[src/rtl/mem_arbiter_pkg.sv]
// Shared definitions for the memory arbiter: state encoding, default
// parameter values and the round-robin pointer advance helper.
package mem_arbiter_pkg;

    localparam int NUM_CORES_DEF = 2;
    localparam int DATA_W_DEF    = 64;
    localparam int ADDR_W_DEF    = 16;
    localparam int TIMEOUT_DEF   = 15;

    typedef enum logic [1:0] {
        ST_IDLE = 2'd0,
        ST_ADDR = 2'd1,
        ST_WAIT = 2'd2,
        ST_DONE = 2'd3
    } arb_state_e;

    // Priority pointer moves to the core just after the one served, with wrap.
    function automatic int rr_next(input int idx, input int n);
        int nxt;
        nxt = idx + 1;
        if (nxt >= n) begin
            nxt = 0;
        end else begin
            nxt = idx + 1;
        end
        return nxt;
    endfunction

endpackage

[src/rtl/mem_arbiter_rr_select.sv]
// Combinational round-robin selector: picks the first requesting core at or
// after the priority pointer, searching upward with wrap-around.
module rr_select #(
    parameter int N     = 2,
    parameter int IDX_W = 1
) (
    input  logic [N-1:0]     req,
    input  logic [IDX_W-1:0] ptr,
    output logic [N-1:0]     gnt,
    output logic [IDX_W-1:0] idx,
    output logic             vld
);

    // Walk the cores starting at ptr; the first hit wins and masks later ones.
    always_comb begin
        logic [IDX_W-1:0] k_s;
        logic             hit_s;
        gnt   = {N{1'b0}};
        idx   = {IDX_W{1'b0}};
        vld   = 1'b0;
        k_s   = {IDX_W{1'b0}};
        hit_s = 1'b0;
        for (int i = 0; i < N; i++) begin
            k_s      = IDX_W'((int'(ptr) + i) % N);
            hit_s    = req[k_s] & ~vld;
            gnt[k_s] = gnt[k_s] | hit_s;
            idx      = hit_s ? k_s : idx;
            vld      = vld | hit_s;
        end
    end

endmodule

[src/rtl/mem_arbiter.sv]
// Multi-core memory bus arbiter: round-robin grant, address/wait/done bus
// sequencing with active-low strobes, read data capture and wait timeout.
module mem_arbiter
    import mem_arbiter_pkg::*;
#(
    parameter int NUM_CORES = NUM_CORES_DEF,
    parameter int DATA_W    = DATA_W_DEF,
    parameter int ADDR_W    = ADDR_W_DEF,
    parameter int TIMEOUT   = TIMEOUT_DEF
) (
    input  logic                        Clock,
    input  logic                        Reset,
    input  logic [NUM_CORES-1:0]        Req,
    input  logic [NUM_CORES-1:0]        RnW_in,
    input  logic [NUM_CORES*ADDR_W-1:0] Addr_in,
    input  logic [NUM_CORES*DATA_W-1:0] Wdata_in,
    output logic [NUM_CORES-1:0]        Grant,
    output logic [NUM_CORES-1:0]        Done,
    output logic                        Err,
    output logic [DATA_W-1:0]           Rdata,
    output logic [ADDR_W-1:0]           Mem_addr,
    output logic [DATA_W-1:0]           Mem_wdata,
    input  logic [DATA_W-1:0]           Mem_rdata,
    input  logic                        Mem_ready,
    output logic                        nALE,
    output logic                        nME,
    output logic                        nOE,
    output logic                        RnW
);

    localparam int IDX_W = (NUM_CORES > 1) ? $clog2(NUM_CORES) : 1;
    localparam int CNT_W = $clog2(TIMEOUT + 1);

    arb_state_e             state_q, state_d;
    logic [IDX_W-1:0]       ptr_q, ptr_d;
    logic [IDX_W-1:0]       gidx_q, gidx_d;
    logic [NUM_CORES-1:0]   grant_q, grant_d;
    logic [NUM_CORES-1:0]   done_q, done_d;
    logic                   err_q, err_d;
    logic [DATA_W-1:0]      rdata_q, rdata_d;
    logic [ADDR_W-1:0]      addr_q, addr_d;
    logic [DATA_W-1:0]      wdata_q, wdata_d;
    logic                   rnw_q, rnw_d;
    logic                   nale_q, nale_d;
    logic                   nme_q, nme_d;
    logic                   noe_q, noe_d;
    logic [CNT_W-1:0]       cnt_q, cnt_d;

    logic [NUM_CORES-1:0]   sel_gnt_s;
    logic [IDX_W-1:0]       sel_idx_s;
    logic                   sel_vld_s;
    logic [ADDR_W-1:0]      addr_arr_s  [NUM_CORES];
    logic [DATA_W-1:0]      wdata_arr_s [NUM_CORES];

    for (genvar g = 0; g < NUM_CORES; g++) begin : g_unpack
        assign addr_arr_s[g]  = Addr_in[g*ADDR_W +: ADDR_W];
        assign wdata_arr_s[g] = Wdata_in[g*DATA_W +: DATA_W];
    end

    rr_select #(
        .N     (NUM_CORES),
        .IDX_W (IDX_W)
    ) u_rr_select (
        .req (Req),
        .ptr (ptr_q),
        .gnt (sel_gnt_s),
        .idx (sel_idx_s),
        .vld (sel_vld_s)
    );

    // Next-state and next-output logic; strobes are derived from the next
    // state so the registered strobes line up with the current state.
    always_comb begin
        state_d = state_q;
        ptr_d   = ptr_q;
        gidx_d  = gidx_q;
        grant_d = grant_q;
        done_d  = {NUM_CORES{1'b0}};
        err_d   = 1'b0;
        rdata_d = rdata_q;
        addr_d  = addr_q;
        wdata_d = wdata_q;
        rnw_d   = rnw_q;
        cnt_d   = cnt_q;
        case (state_q)
            ST_IDLE: begin
                if (sel_vld_s) begin
                    state_d = ST_ADDR;
                    grant_d = sel_gnt_s;
                    gidx_d  = sel_idx_s;
                    addr_d  = addr_arr_s[sel_idx_s];
                    wdata_d = wdata_arr_s[sel_idx_s];
                    rnw_d   = RnW_in[sel_idx_s];
                end else begin
                    grant_d = {NUM_CORES{1'b0}};
                end
            end
            ST_ADDR: begin
                state_d = ST_WAIT;
                cnt_d   = {CNT_W{1'b0}};
            end
            ST_WAIT: begin
                // Mem_ready is checked first so it wins a same-cycle timeout.
                if (Mem_ready) begin
                    state_d = ST_DONE;
                    done_d  = grant_q;
                    if (rnw_q) begin
                        rdata_d = Mem_rdata;
                    end else begin
                        rdata_d = rdata_q;
                    end
                end else if (cnt_q >= CNT_W'(TIMEOUT - 1)) begin
                    state_d = ST_DONE;
                    done_d  = grant_q;
                    err_d   = 1'b1;
                    cnt_d   = CNT_W'(TIMEOUT);
                end else begin
                    cnt_d   = cnt_q + CNT_W'(1);
                end
            end
            ST_DONE: begin
                state_d = ST_IDLE;
                grant_d = {NUM_CORES{1'b0}};
                ptr_d   = IDX_W'(rr_next(int'(gidx_q), NUM_CORES));
            end
            default: begin
                state_d = ST_IDLE;
                grant_d = {NUM_CORES{1'b0}};
            end
        endcase
        nale_d = (state_d != ST_ADDR);
        nme_d  = (state_d != ST_WAIT);
        noe_d  = ~((state_d == ST_WAIT) & rnw_d);
    end

    // State and registered outputs with synchronous active-high reset.
    always_ff @(posedge Clock) begin
        if (Reset) begin
            state_q <= ST_IDLE;
            ptr_q   <= {IDX_W{1'b0}};
            gidx_q  <= {IDX_W{1'b0}};
            grant_q <= {NUM_CORES{1'b0}};
            done_q  <= {NUM_CORES{1'b0}};
            err_q   <= 1'b0;
            rdata_q <= {DATA_W{1'b0}};
            addr_q  <= {ADDR_W{1'b0}};
            wdata_q <= {DATA_W{1'b0}};
            rnw_q   <= 1'b1;
            nale_q  <= 1'b1;
            nme_q   <= 1'b1;
            noe_q   <= 1'b1;
            cnt_q   <= {CNT_W{1'b0}};
        end else begin
            state_q <= state_d;
            ptr_q   <= ptr_d;
            gidx_q  <= gidx_d;
            grant_q <= grant_d;
            done_q  <= done_d;
            err_q   <= err_d;
            rdata_q <= rdata_d;
            addr_q  <= addr_d;
            wdata_q <= wdata_d;
            rnw_q   <= rnw_d;
            nale_q  <= nale_d;
            nme_q   <= nme_d;
            noe_q   <= noe_d;
            cnt_q   <= cnt_d;
        end
    end

    assign Grant     = grant_q;
    assign Done      = done_q;
    assign Err       = err_q;
    assign Rdata     = rdata_q;
    assign Mem_addr  = addr_q;
    assign Mem_wdata = wdata_q;
    assign nALE      = nale_q;
    assign nME       = nme_q;
    assign nOE       = noe_q;
    assign RnW       = rnw_q;

endmodule

[config.mk]
export PLATFORM = sky130hd
export DESIGN_NAME = mem_arbiter
export DESIGN_NICKNAME = d
export VERILOG_FILES = /design/src/rtl/mem_arbiter_pkg.sv /design/src/rtl/mem_arbiter_rr_select.sv /design/src/rtl/mem_arbiter.sv
export SDC_FILE = /design/constraint.sdc
export NUM_CORES = 1
export LEC_CHECK = 0
export ABC_AREA = 1
export CAP_MARGIN = 20
export CORE_AREA = 2 2 149 151
export CTS_CLUSTER_DIAMETER = 150
export DETAILED_ROUTE_END_ITERATION = 16
export DIE_AREA = 0 0 151 153
export GPL_TIMING_DRIVEN = 0
export PLACE_DENSITY = 0.79
export SETUP_SLACK_MARGIN = 0.5
export SYNTH_ARGS = -nofsm -noshare
export SYNTH_HDL_FRONTEND = slang
export SYNTH_SLANG_ARGS = --single-unit
[constraint.sdc]
create_clock -name Clock -period 1.6 [get_ports Clock]
set_input_delay 0.32 -clock Clock [delete_from_list [all_inputs] [get_ports Clock]]
set_output_delay 0.32 -clock Clock [all_outputs]
set_load 0.02 [all_outputs]
== Yosys cells after proc, flatten, opt, wreduce, memory -nomap -nowiden ==
Cells that the tools add are included.
Cells by class
  add/sub/neg operators: 3
  multiply operators: 0
  divide/modulo/power cells: 0
  $lt $le $gt $ge: 8
  equal/unequal tests: 7
  shift-type cells: 0
  multiplexer cells: 37
  bitwise gates (word level): 10
  reduce and logical (&&, ||, !) cells: 10
Operators by type and width (count)
  64-bit two-way mux: 3
  16-bit two-way mux: 3
  1-bit two-way mux: 17
  2-bit two-way mux: 6
  4-bit two-way mux: 2
  2-bit case mux with 4 select lines: 1
  4-bit case mux with 2 select lines: 1
  2-bit equality test, second input constant: 3
  1-bit by 2-bit < comparator with 1-bit output, second input constant: 3
  4-bit by 1-bit adder with 4-bit output, second input constant: 1
  2-bit greater-or-equal comparator, second input constant: 2
  4-bit greater-or-equal comparator, second input constant: 1
  2-bit inequality test, second input constant: 2
  2-bit case mux with 2 select lines: 1
  2-bit AND reduction: 2
  2-bit nonzero test: 2
  1-bit inverter: 3
  1-bit bitwise OR: 3
  3-bit AND reduction: 1
  3-bit OR reduction: 1
  1-bit by 1-bit adder with 2-bit output, second input constant: 1
  1-bit bitwise AND: 2
  2-bit bitwise AND: 1
  2-bit bitwise mux: 1
  other kinds (9): 12
Word-level totals
  register bits after elaboration: 161
  latch bits: 0
  memory bits (writable): 0
  bits in read-only memories: 0
  bits of input ports: 231
  output and inout port bits: 153
  word-level logic and storage cells: 89
  memories: 0

== Longest topological paths before layout ==
Gate-level depths: netlist (run 1).
  depth after elaboration: 11
  mapped depth: 11
  gate-level depth less buffers: 10

== Hierarchy ==
Synthesis (run 1) repeated with hierarchy kept, for this count alone.
Second synthesis, totals
  cell total of the unflattened synthesis: 907
  area total of the unflattened synthesis: 6821.5 µm²
Modules (own cells, without submodules)
  mem_arbiter: instances 1, cells each 900, area each 6791.5 µm², sequential area each 3223.1 µm²
  rr_select: instances 1, cells each 7, area each 30.0 µm², sequential area each 0.0 µm²

== Least setup slack after synthesis (run 1) ==
OpenSTA, ideal clock, no wires.
  path kind: reg2reg
  start: reg state_q[0]
  end: reg rdata_q[43], in the netlist Rdata[43]
  library setup time: 0.128 ns
  arrival time: 1.334 ns
  required time: 1.472 ns
  setup slack: 0.137 ns
  cell stages (with the launch flop): 7
  buffers on the path: 2
  period minus slack after synthesis: 1.463 ns
  path through: dfxtp_1 inv_1 ha_1 nand3_1 clkbuf_1 clkbuf_1 a21oi_1
Between the ends
  longest elaborated chain between the ends: 2
Ends and longest elaborated chain
  from (decl): RTL line mem_arbiter.sv:34  | arb_state_e state_q, state_d;
  from (signal assigned): RTL line mem_arbiter.sv:154  | state_q <= state_d;
  2-bit equality test: RTL line mem_arbiter.sv:85  | case (state_q)
  3-bit AND reduction (no line)
  to (signal assigned): RTL line mem_arbiter.sv:145  | rdata_q <= {DATA_W{1'b0}};
  to (signal assigned): RTL line mem_arbiter.sv:160  | rdata_q <= rdata_d;
  to (decl): RTL line mem_arbiter.sv:40  | logic [DATA_W-1:0] rdata_q, rdata_d;
Every way passes these cells.
A chain may end at the register's enable or synchronous reset.

== Worst setup path after layout (run 1) ==
  start: reg ptr_q
  end: reg wdata_q[60], in the netlist Mem_wdata[60]
Between the ends
  longest elaborated chain between the ends: 9
  elaborated cells on any way between the ends: 15
  those cells by class: add/sub (1); mux (9); bitwise (4); reduce/logical (1)
Ends and longest elaborated chain
  from (decl): RTL line mem_arbiter.sv:35  | logic [IDX_W-1:0] ptr_q, ptr_d;
  from (signal assigned): RTL line mem_arbiter.sv:140  | ptr_q <= {IDX_W{1'b0}};
  from (signal assigned): RTL line mem_arbiter.sv:155  | ptr_q <= ptr_d;
  1-bit adder or 1-bit two-way mux (tied branches): RTL line mem_arbiter_rr_select.sv:24, mem_arbiter_rr_select.sv:25
  1-bit two-way mux (implied by the code): RTL line mem_arbiter_rr_select.sv:25  | hit_s = req[k_s] & ~vld;
  1-bit two-way mux (implied by the code) or 1-bit inverter (tied branches): RTL line mem_arbiter_rr_select.sv:25
  1-bit bitwise AND: RTL line mem_arbiter_rr_select.sv:25
  1-bit two-way mux: RTL line mem_arbiter_rr_select.sv:27  | idx = hit_s ? k_s : idx;
  1-bit inverter with 2-bit output (implied by the code): RTL line mem_arbiter.sv:92  | wdata_d = wdata_arr_s[sel_idx_s];
  64-bit two-way mux (implied by the code) (3 in series): RTL line mem_arbiter.sv:92
  to (signal assigned): RTL line mem_arbiter.sv:147  | wdata_q <= {DATA_W{1'b0}};
  to (signal assigned): RTL line mem_arbiter.sv:162  | wdata_q <= wdata_d;
  to (decl): RTL line mem_arbiter.sv:42  | logic [DATA_W-1:0] wdata_q, wdata_d;
Parallel ways exist; a longest one is shown, timed or not. The select of a mux whose other input is x is not followed.

==> results list, run 1 <==
* Post-layout min period: about 1.5 ns
- Setup total negative slack on the finished layout was measured at 0 ns.
* Site Rows: 54
* Number of input and output port buffers inserted: approximately 380
- Max-slew headroom at the worst pin: 0.6438
* Final hold violation count: 0
* Class of the most critical setup path: flip-flop to flip-flop
- Cell chain of the critical path: inv_4 > nand2_8 > nand2_4 > inv_2 > nand2_2 > nand2_4 > buf_12 > inv_16 > clkbuf_16 > nor2_1 > nor2_1
* Share of synthesized area occupied by flip-flops and latches: 0.4649
- Y dimension of the die: between 150 and 200 um
* Number of clock sinks seen by CTS: approximately 160
- Yosys mapped the design onto 26 distinct sky130hd cell types.
- Status: complete, no violations
* Number of vias in the routed layout: between 7000 and 8000
- Starting density of the core: 0.3227
* Synth Register Bits: 161
* CTS tree: yes
- 0 antenna diodes ended up in the layout.
* Clock latency on the worst-skew pair: between 0.4 and 0.5 ns
- Power spread over the standard cell area amounts to roughly 920 mW/mm2.
- Antenna violations before repair: 0
- Data arrives at the worst endpoint at roughly 1.8 ns.
* Global Route Usage Sum: 0.2192
- In this run the static leakage power is 5.771 nW.
- Between clock sinks in the finished design, the worst skew comes to around 0.011 ns.
- Setup repair after global routing could not meet its margin everywhere.
* # hold bufs at CTS: 0
- In this run the deepest clock path goes through 2 buffers.
* Post-synth EDFFs: 0
- For this run, the top clock speed supported by timing is approximately 670 MHz.
* Average vias per placed instance: approximately 4.6
- Transition time of the tightest slew-check pin: between 0.5 and 0.6 ns
- Residual DRC count: 0
- Critical path data required time: ~1.9 ns
- Synth Cell Area: 0.006933 mm2
- The floorplan step defined a die boundary enclosing about 0.023 mm2.
* Sum of overflow across all layers after global routing: 0
* Number of global-route vias before repair: about 7800
- Largest driver fanout on the critical path: 10
* Final hold slack: between 0.2 and 0.25 ns
- After detailed routing, the average wire length per cell comes to roughly 16 um.
- Total length of routed wires: 27.41 mm
* Share of the cycle needed by the critical path after routing: 0.9332
- Delay of the slowest cell on the worst path: about 0.37 ns
- Category of the worst setup path launch point: flip-flop
- Detailed Routing Iterations Pass 1: 4
* Fraction of registers with async set or reset after synthesis: 0
* Final core utilization: 0.6101
- Inserted Clock Buffers: 17
* Pin count of the biggest net entering global routing: 17
- The total area inside the core boundary comes to approximately 0.021 mm2.
- Capturing element type of the critical path: flip-flop
- Post-synth top flop: sky130_fd_sc_hd__dfxtp_1
- Broken down by cell family, the worst path's largest delay share belongs to simple AND/OR/NAND/NOR gates.
* IR Drop Worst-Case VDD: around 0.00053 V
- Cell with the largest stage delay on the worst path: sky130_fd_sc_hd__dfxtp_4
- Together, buffers and inverters on the worst path number 5.
* Setup Slack @ Placement: -0.4605 ns
- Nets: 1674
- RD Place Congestion: around 0.85
- Final Max Slew Viols: 0
- For this block, the initial DRC count from the detailed router was about 330.
- Pin placement for this block handled 384 I/O pins.
- First-pass GRT wire length: a little under 40 mm
- Clock slew seen by the registers of the worst setup and hold paths: about 0.070 ns
* Share of layout cells above drive strength 1: 0.3616
- The min-delay analysis places its worst path in the category primary input to flip-flop.
- Post-synthesis average cell area: roughly 7 um2
- Count of endpoints failing setup in the final report: 0
* Count of synthesis-stage warnings from yosys: 0
- Worst setup margin: 0.1068 ns
- Post-synthesis net count: between 1000 and 1500
* Max-cap check violation count: 0
* Synthesized netlist cell count: about 990
* Clock tree root driver cell: sky130_fd_sc_hd__clkbuf_16
* Post-DRT Antenna Nets: 0
- The die is between 150 and 200 um wide.
* Area Overhead vs Synth: 89.08%
- The H-tree was split into 4 levels.
* DP HPWL: 19.79 mm
[cells in the final DEF, fill, tap and decap left out, types with 6 or more instances in the layout]
| cell type | n |
|---|---|
| sky130_fd_sc_hd__nor2_1 | 128 |
| sky130_fd_sc_hd__dlygate4sd2_1 | 12 |
| sky130_fd_sc_hd__o21ai_0 | 10 |
| sky130_fd_sc_hd__clkdlybuf4s50_1 | 227 |
| sky130_fd_sc_hd__clkbuf_8 | 8 |
| sky130_fd_sc_hd__inv_1 | 71 |
| sky130_fd_sc_hd__buf_4 | 37 |
| sky130_fd_sc_hd__nand2_1 | 251 |
| sky130_fd_sc_hd__buf_6 | 145 |
| sky130_fd_sc_hd__a21oi_1 | 69 |
| sky130_fd_sc_hd__nor2_2 | 37 |
| sky130_fd_sc_hd__clkbuf_2 | 12 |
| sky130_fd_sc_hd__buf_2 | 9 |
| sky130_fd_sc_hd__dfxtp_2 | 139 |
| sky130_fd_sc_hd__inv_2 | 6 |
| sky130_fd_sc_hd__buf_8 | 15 |
| sky130_fd_sc_hd__nand2_2 | 20 |
| sky130_fd_sc_hd__clkbuf_16 | 26 |
| sky130_fd_sc_hd__clkbuf_1 | 8 |
| sky130_fd_sc_hd__o21ai_2 | 23 |
| sky130_fd_sc_hd__dfxtp_1 | 19 |
| sky130_fd_sc_hd__o21ai_1 | 115 |
[power breakdown]
part           internal [mW]  total, mW  switching [mW]  leakage (nW)
clock                   2.43       4.20            1.77         0.295
sequential              4.36       4.59           0.231          1.37
combinational           1.69       3.23            1.54          4.10
total                   8.47       12.0            3.55          5.77
[flip-flops by register name, indices dropped and copies added (netlist names), 2 cells and up]
| name | flops |
|---|---|
| Mem_wdata | 64 |
| Rdata | 64 |
| Mem_addr | 16 |
| cnt_q | 4 |
| Done | 2 |
| Grant | 2 |
| state_q | 2 |
[synthesized netlist by cell type (9+ instances only)]
library cell | n | area [um2]
sky130_fd_sc_hd__nor2_1 | 159 | 596.8
sky130_fd_sc_hd__o21ai_0 | 79 | 395.4
sky130_fd_sc_hd__dfxtp_1 | 161 | 3223
sky130_fd_sc_hd__o21ai_1 | 69 | 345.3
sky130_fd_sc_hd__nor2_2 | 10 | 62.56
sky130_fd_sc_hd__nand2_1 | 270 | 1013
sky130_fd_sc_hd__clkbuf_1 | 31 | 116.4
sky130_fd_sc_hd__a21oi_1 | 74 | 370.4
sky130_fd_sc_hd__buf_6 | 14 | 157.7
sky130_fd_sc_hd__buf_2 | 9 | 45.04
sky130_fd_sc_hd__inv_1 | 76 | 285.3
[repair_timing]
| action | CTS | global route |
|---|---|---|
| gates resized for setup | 985 | 172 |
| cloned | 1 | 10 |
| setup buffers | 19 | 11 |
| pin swaps | 4 | 17 |
| setup endpoints to repair | 312 | 313 |
[layer usage]
layer	routed length [um]	track usage	part of all wire	vias to the layer above
met5	0	0	0	-
met4	953	0.09924	0.035	0
met3	1847	0.05343	0.067	57
met2	13650	0.3916	0.50	264
met1	10960	0.2431	0.40	3547
li1	-	-	-	4008
[kinds of logic after synthesis]
group	after synthesis	share of synthesized area
and+or+nand+nor	457	0.2579
AOI/OAI and AO/OA	222	0.1603
DFF	161	0.4649
buffers and inverters	146	0.1030
adders and majority gates	7	0.01263
xor gates and xnor gates	1	0.001264
[path summary, 6_finish.rpt]
check / from / end / slack (ns) / cells past startpoint
min: Reset / Grant[1] / 0.21 / 2
max reg2reg: ptr_q / Mem_wdata[60] / 0.11 / 11
min reg2reg: gidx_q / ptr_q / 0.43 / 1
max: ptr_q / Mem_wdata[60] / 0.11 / 11
[area by class of cell]
type / count / area (um2)
Clock buffer: 20 / 456.7
Multi-Input combinational cell: 688 / 3346
Tap cell: 280 / 350.3
Timing Repair Buffer: 422 / 4441
Clock inverter: 12 / 147.6
Fill cell: 1883 / 8377
Buffer: 65 / 624.3
Sequential cell: 161 / 3408
Inverter: 81 / 335.3
[metrics by stage]
| stage | total power, mW | cell area (um2) | instances |
|---|---|---|---|
| after floorplan | 5.885 | 7113 | 994 |
| after global placement | 7.316 | 11290 | 1656 |
| after detailed placement | 7.356 | 11290 | 1656 |
| after CTS | 11.77 | 12410 | 1708 |
| after global routing | 12.56 | 13110 | 1729 |
| final | 12.02 | 13110 | 1729 |
Note: power is estimated with default switching activity, not from simulation.
==> run 2, diff against run 1 <==
Settings changed: ABC_CLOCK_PERIOD_IN_PS from default to 1600.
==> results of run 2 <==
No change in the layout: final DEF, timing and power equal those of run 1.
==> run 3, diff against run 2 <==
Settings changed: CTS_CLUSTER_SIZE from default to 24, MAX_ROUTING_LAYER from default to met4.
==> run 3 against run 2 <==
Effect of this change: count of clock-buffer cells in the layout did not move; critical path depth fell by 10; routed wire length rose by 0.78%; via count rose by 0.60%; non-clock buffer count fell by 2; combinational power barely moved; register-to-register slack barely moved; sequential cell count did not move; highest routed layer unchanged; fmax fell by 0.25%; global-route usage rose by 0.67 points; critical endpoint is now Mem_addr[1].
==> results list, run 3 (synthesized netlist as in run 1, its figures left out) <==
- DP HPWL: 19.79 mm (unchanged)
* Number of vias in the routed layout: 7923 (+0.60%)
- Share of the cycle needed by the critical path after routing: 0.9355 (+0.002301)
* Met1 routed wirelength after detailed routing: 11.03 mm (+0.67%)
* Starting density of the core: 0.3227 (unchanged)
- Wire length on met3: 1.809 mm (-2.1%)
- Critical path data required time: 1.28 ns (-0.63 ns)
- RSZ-0062 raised after global routing: true
* Overall power consumption: 12.05 mW (+0.29%)
- Post-route insts no fill: 1727 (-0.12%)
* Cell chain of the critical path: dlygate4sd2_1
- Number of clock sinks seen by CTS: 161 (unchanged)
- The worst setup path is of the flip-flop to output pin kind.
* Y dimension of the die: 153 um (unchanged)
- The total of fill cells in the finished design came to 1848 (-1.9%).
- The ratio of total power to cell area is 915.9 mW/mm2 (about the same).
- Clock slew seen by the registers of the worst setup and hold paths: 0.07 ns (about the same)
- The setup violation total in the final timing report came to 0 (unchanged).
* Global Route Usage Sum: 0.2259 (+0.006714)
* Cell with the largest stage delay on the worst path: sky130_fd_sc_hd__dfxtp_1
* Average routed wire per standard cell: 15.99 um (+0.90%)
* Pin count of the biggest net entering global routing: 17 (unchanged)
- Data arrival at the endpoint of the critical path: 1.18 ns (-0.62 ns)
- The full die area came to 0.02310 mm2 (unchanged).
- Average vias per placed instance: 4.588 (+0.71%)
- The achievable clock frequency came to 668.1 MHz (-0.25%).
- The clock latency on the worst-skew pair was 0.42 ns (about the same).
* Detail Route met2 WL: 13.81 mm (+1.2%)
* Clock tree root driver cell: sky130_fd_sc_hd__clkbuf_16
- The number of placed cells counting well taps is 1656 (unchanged).
- Fin Clk Skew: 0.01093 ns (+0.0001348 ns)
- The placeable core region is 0.02149 mm2 (unchanged).
* Setup Slack @ Placement: -0.4605 ns (unchanged)
- Maximum clock path buffer count: 2 (unchanged)
- Category of the worst setup path launch point: flip-flop
- The final hold violation count came to 0 (unchanged).
- The area of the multi-input gates is 0.003392 mm2 (+1.4%).
* Post-layout min period: 1.497 ns (+0.003682 ns)
* Post-route setup TNS: 0 ns (unchanged)
- The flow ran to the end, and the final reports show no timing, DRC or antenna violations.
- Among cell families on the critical path, the largest total delay comes from flip-flops.
- Top-Level Pins: 384 (unchanged)
- The via count of the first global-routing pass came to 7788 (+0.22%).
- The CTS buffer count is 17 (unchanged).
* Commonest cells after routing, fill and taps aside: sky130_fd_sc_hd__nand2_1, sky130_fd_sc_hd__clkdlybuf4s50_1, sky130_fd_sc_hd__buf_6, sky130_fd_sc_hd__dfxtp_2, sky130_fd_sc_hd__nor2_1
- The number of nets in the layout was 1672 (-0.12%).
- IR Drop Worst-Case VDD: 0.0005484 V (+3.1%)
- Leading cell type in the layout, fill and taps excluded: sky130_fd_sc_hd__nand2_1
- # hold bufs at CTS: 0 (unchanged)
- Final Max Slew Viols: 0 (unchanged)
* Number of input and output port buffers inserted: 382 (unchanged)
* Sum of buffers and inverters on the critical path: 1 (-4)
* Area Overhead vs Synth: 89.80%
- Antenna diode count: 0 (unchanged)
- The count of TritonRoute iterations in the first routing pass is 5 (+1).
- Signal routing reaches up to met4.
- Capturing element type of the critical path: output pin
- CTS tree: yes
- The violation count after the first detailed-routing iteration was 359 (+8.5%).
* Leakage power total: 5.779 nW (+0.14%)
* Worst setup margin: 0.1031 ns (-0.003682 ns)
* Transition time of the tightest slew-check pin: 0.5550 ns (+0.02073 ns)
* Die boundary width: 151 um (unchanged)
* Delay of the slowest cell on the worst path: 0.39 ns (+0.02 ns)
* Total length of routed wires: 27.62 mm (+0.78%)
* Residual DRC count: 0 (unchanged)
- Post-DRT Antenna Nets: 0 (unchanged)
- Area of all sequential standard cells: 0.003413 mm2 (+0.15%)
- The site row count was 54 (unchanged).
- H-tree depth: 4 (unchanged)
- The global-route congestion overflow total was 0 (unchanged).
* Max-cap check violation count: 0 (unchanged)
* First-pass GRT wire length: 39.52 mm (-0.12%)
- Max-slew headroom at the worst pin: 0.6300 (-0.01382)
* RD Place Congestion: 0.8662 (+1.6%)
* Antenna violations before repair: 0 (unchanged)
- Path type of the worst min-delay path: primary input to flip-flop
- The biggest fanout along the worst timing path came to 2 (-8).
- Share of layout cells above drive strength 1: 0.3746 (+0.01294)
==> run 3: cell count changes in the layout (fill, tap and decap cells not counted), moves of 5 or more <==
cell                      before  now
sky130_fd_sc_hd__nand2_1     251  240
sky130_fd_sc_hd__o21ai_1     115  110
sky130_fd_sc_hd__o21ai_2      23   28
sky130_fd_sc_hd__nand2_2      20   29
==> run 3: final timing paths <==
path / start / end / slack (ns) / depth (start not counted)
max: Mem_addr[1] / Mem_addr[1] / 0.10 / 1
min: Reset / Grant[1] / 0.21 / 2
max reg2reg: ptr_q / Mem_wdata[55] / 0.12 / 11
min reg2reg: gidx_q / ptr_q / 0.43 / 1
==> run 3: layer usage <==
metal,track usage,vias to the layer above
li1,-,4008
met1,0.2450,3587
met2,0.3922,267
met3,0.05164,61
met4,0.09791,0
met5,-,-
==> run 3: through the flow <==
| stage | hold slack (ns) | area [um2] | util |
|---|---|---|---|
| 2_1_floorplan | 0.3988 | 7113 | - |
| 3_3_place_gp | 0.4098 | 11290 | 0.5253 |
| 3_5_place_dp | 0.4234 | 11290 | 0.5253 |
| 4_1_cts | 0.1932 | 12410 | 0.5776 |
| 5_1_grt | 0.2050 | 13160 | 0.6125 |
| 6_report | 0.2127 | 13160 | 0.6125 |
==> run 3: what timing repair did <==
action | in CTS | in global routing
gates resized for setup | 985 | 208
gates cloned | 1 | 9
endpoints found under the setup margin | 312 | 313
buffers inserted | 19 | 10
pin swaps | 4 | 28
==> run 3: cell type report <==
cell class | count | share of cell area
Tap cell | 280 | 0.02662
Multi-Input combinational cell | 688 | 0.2578
Clock inverter | 12 | 0.01122
Buffer | 65 | 0.04916
Sequential cell | 161 | 0.2594
Inverter | 81 | 0.02548
Clock buffer | 20 | 0.03471
Timing Repair Buffer | 420 | 0.3356
==> run 3: power by group <==
group	internal (mW)	switching, mW
sequential	4.36	0.230
combinational	1.70	1.56
clock	2.43	1.78
total	8.49	3.57
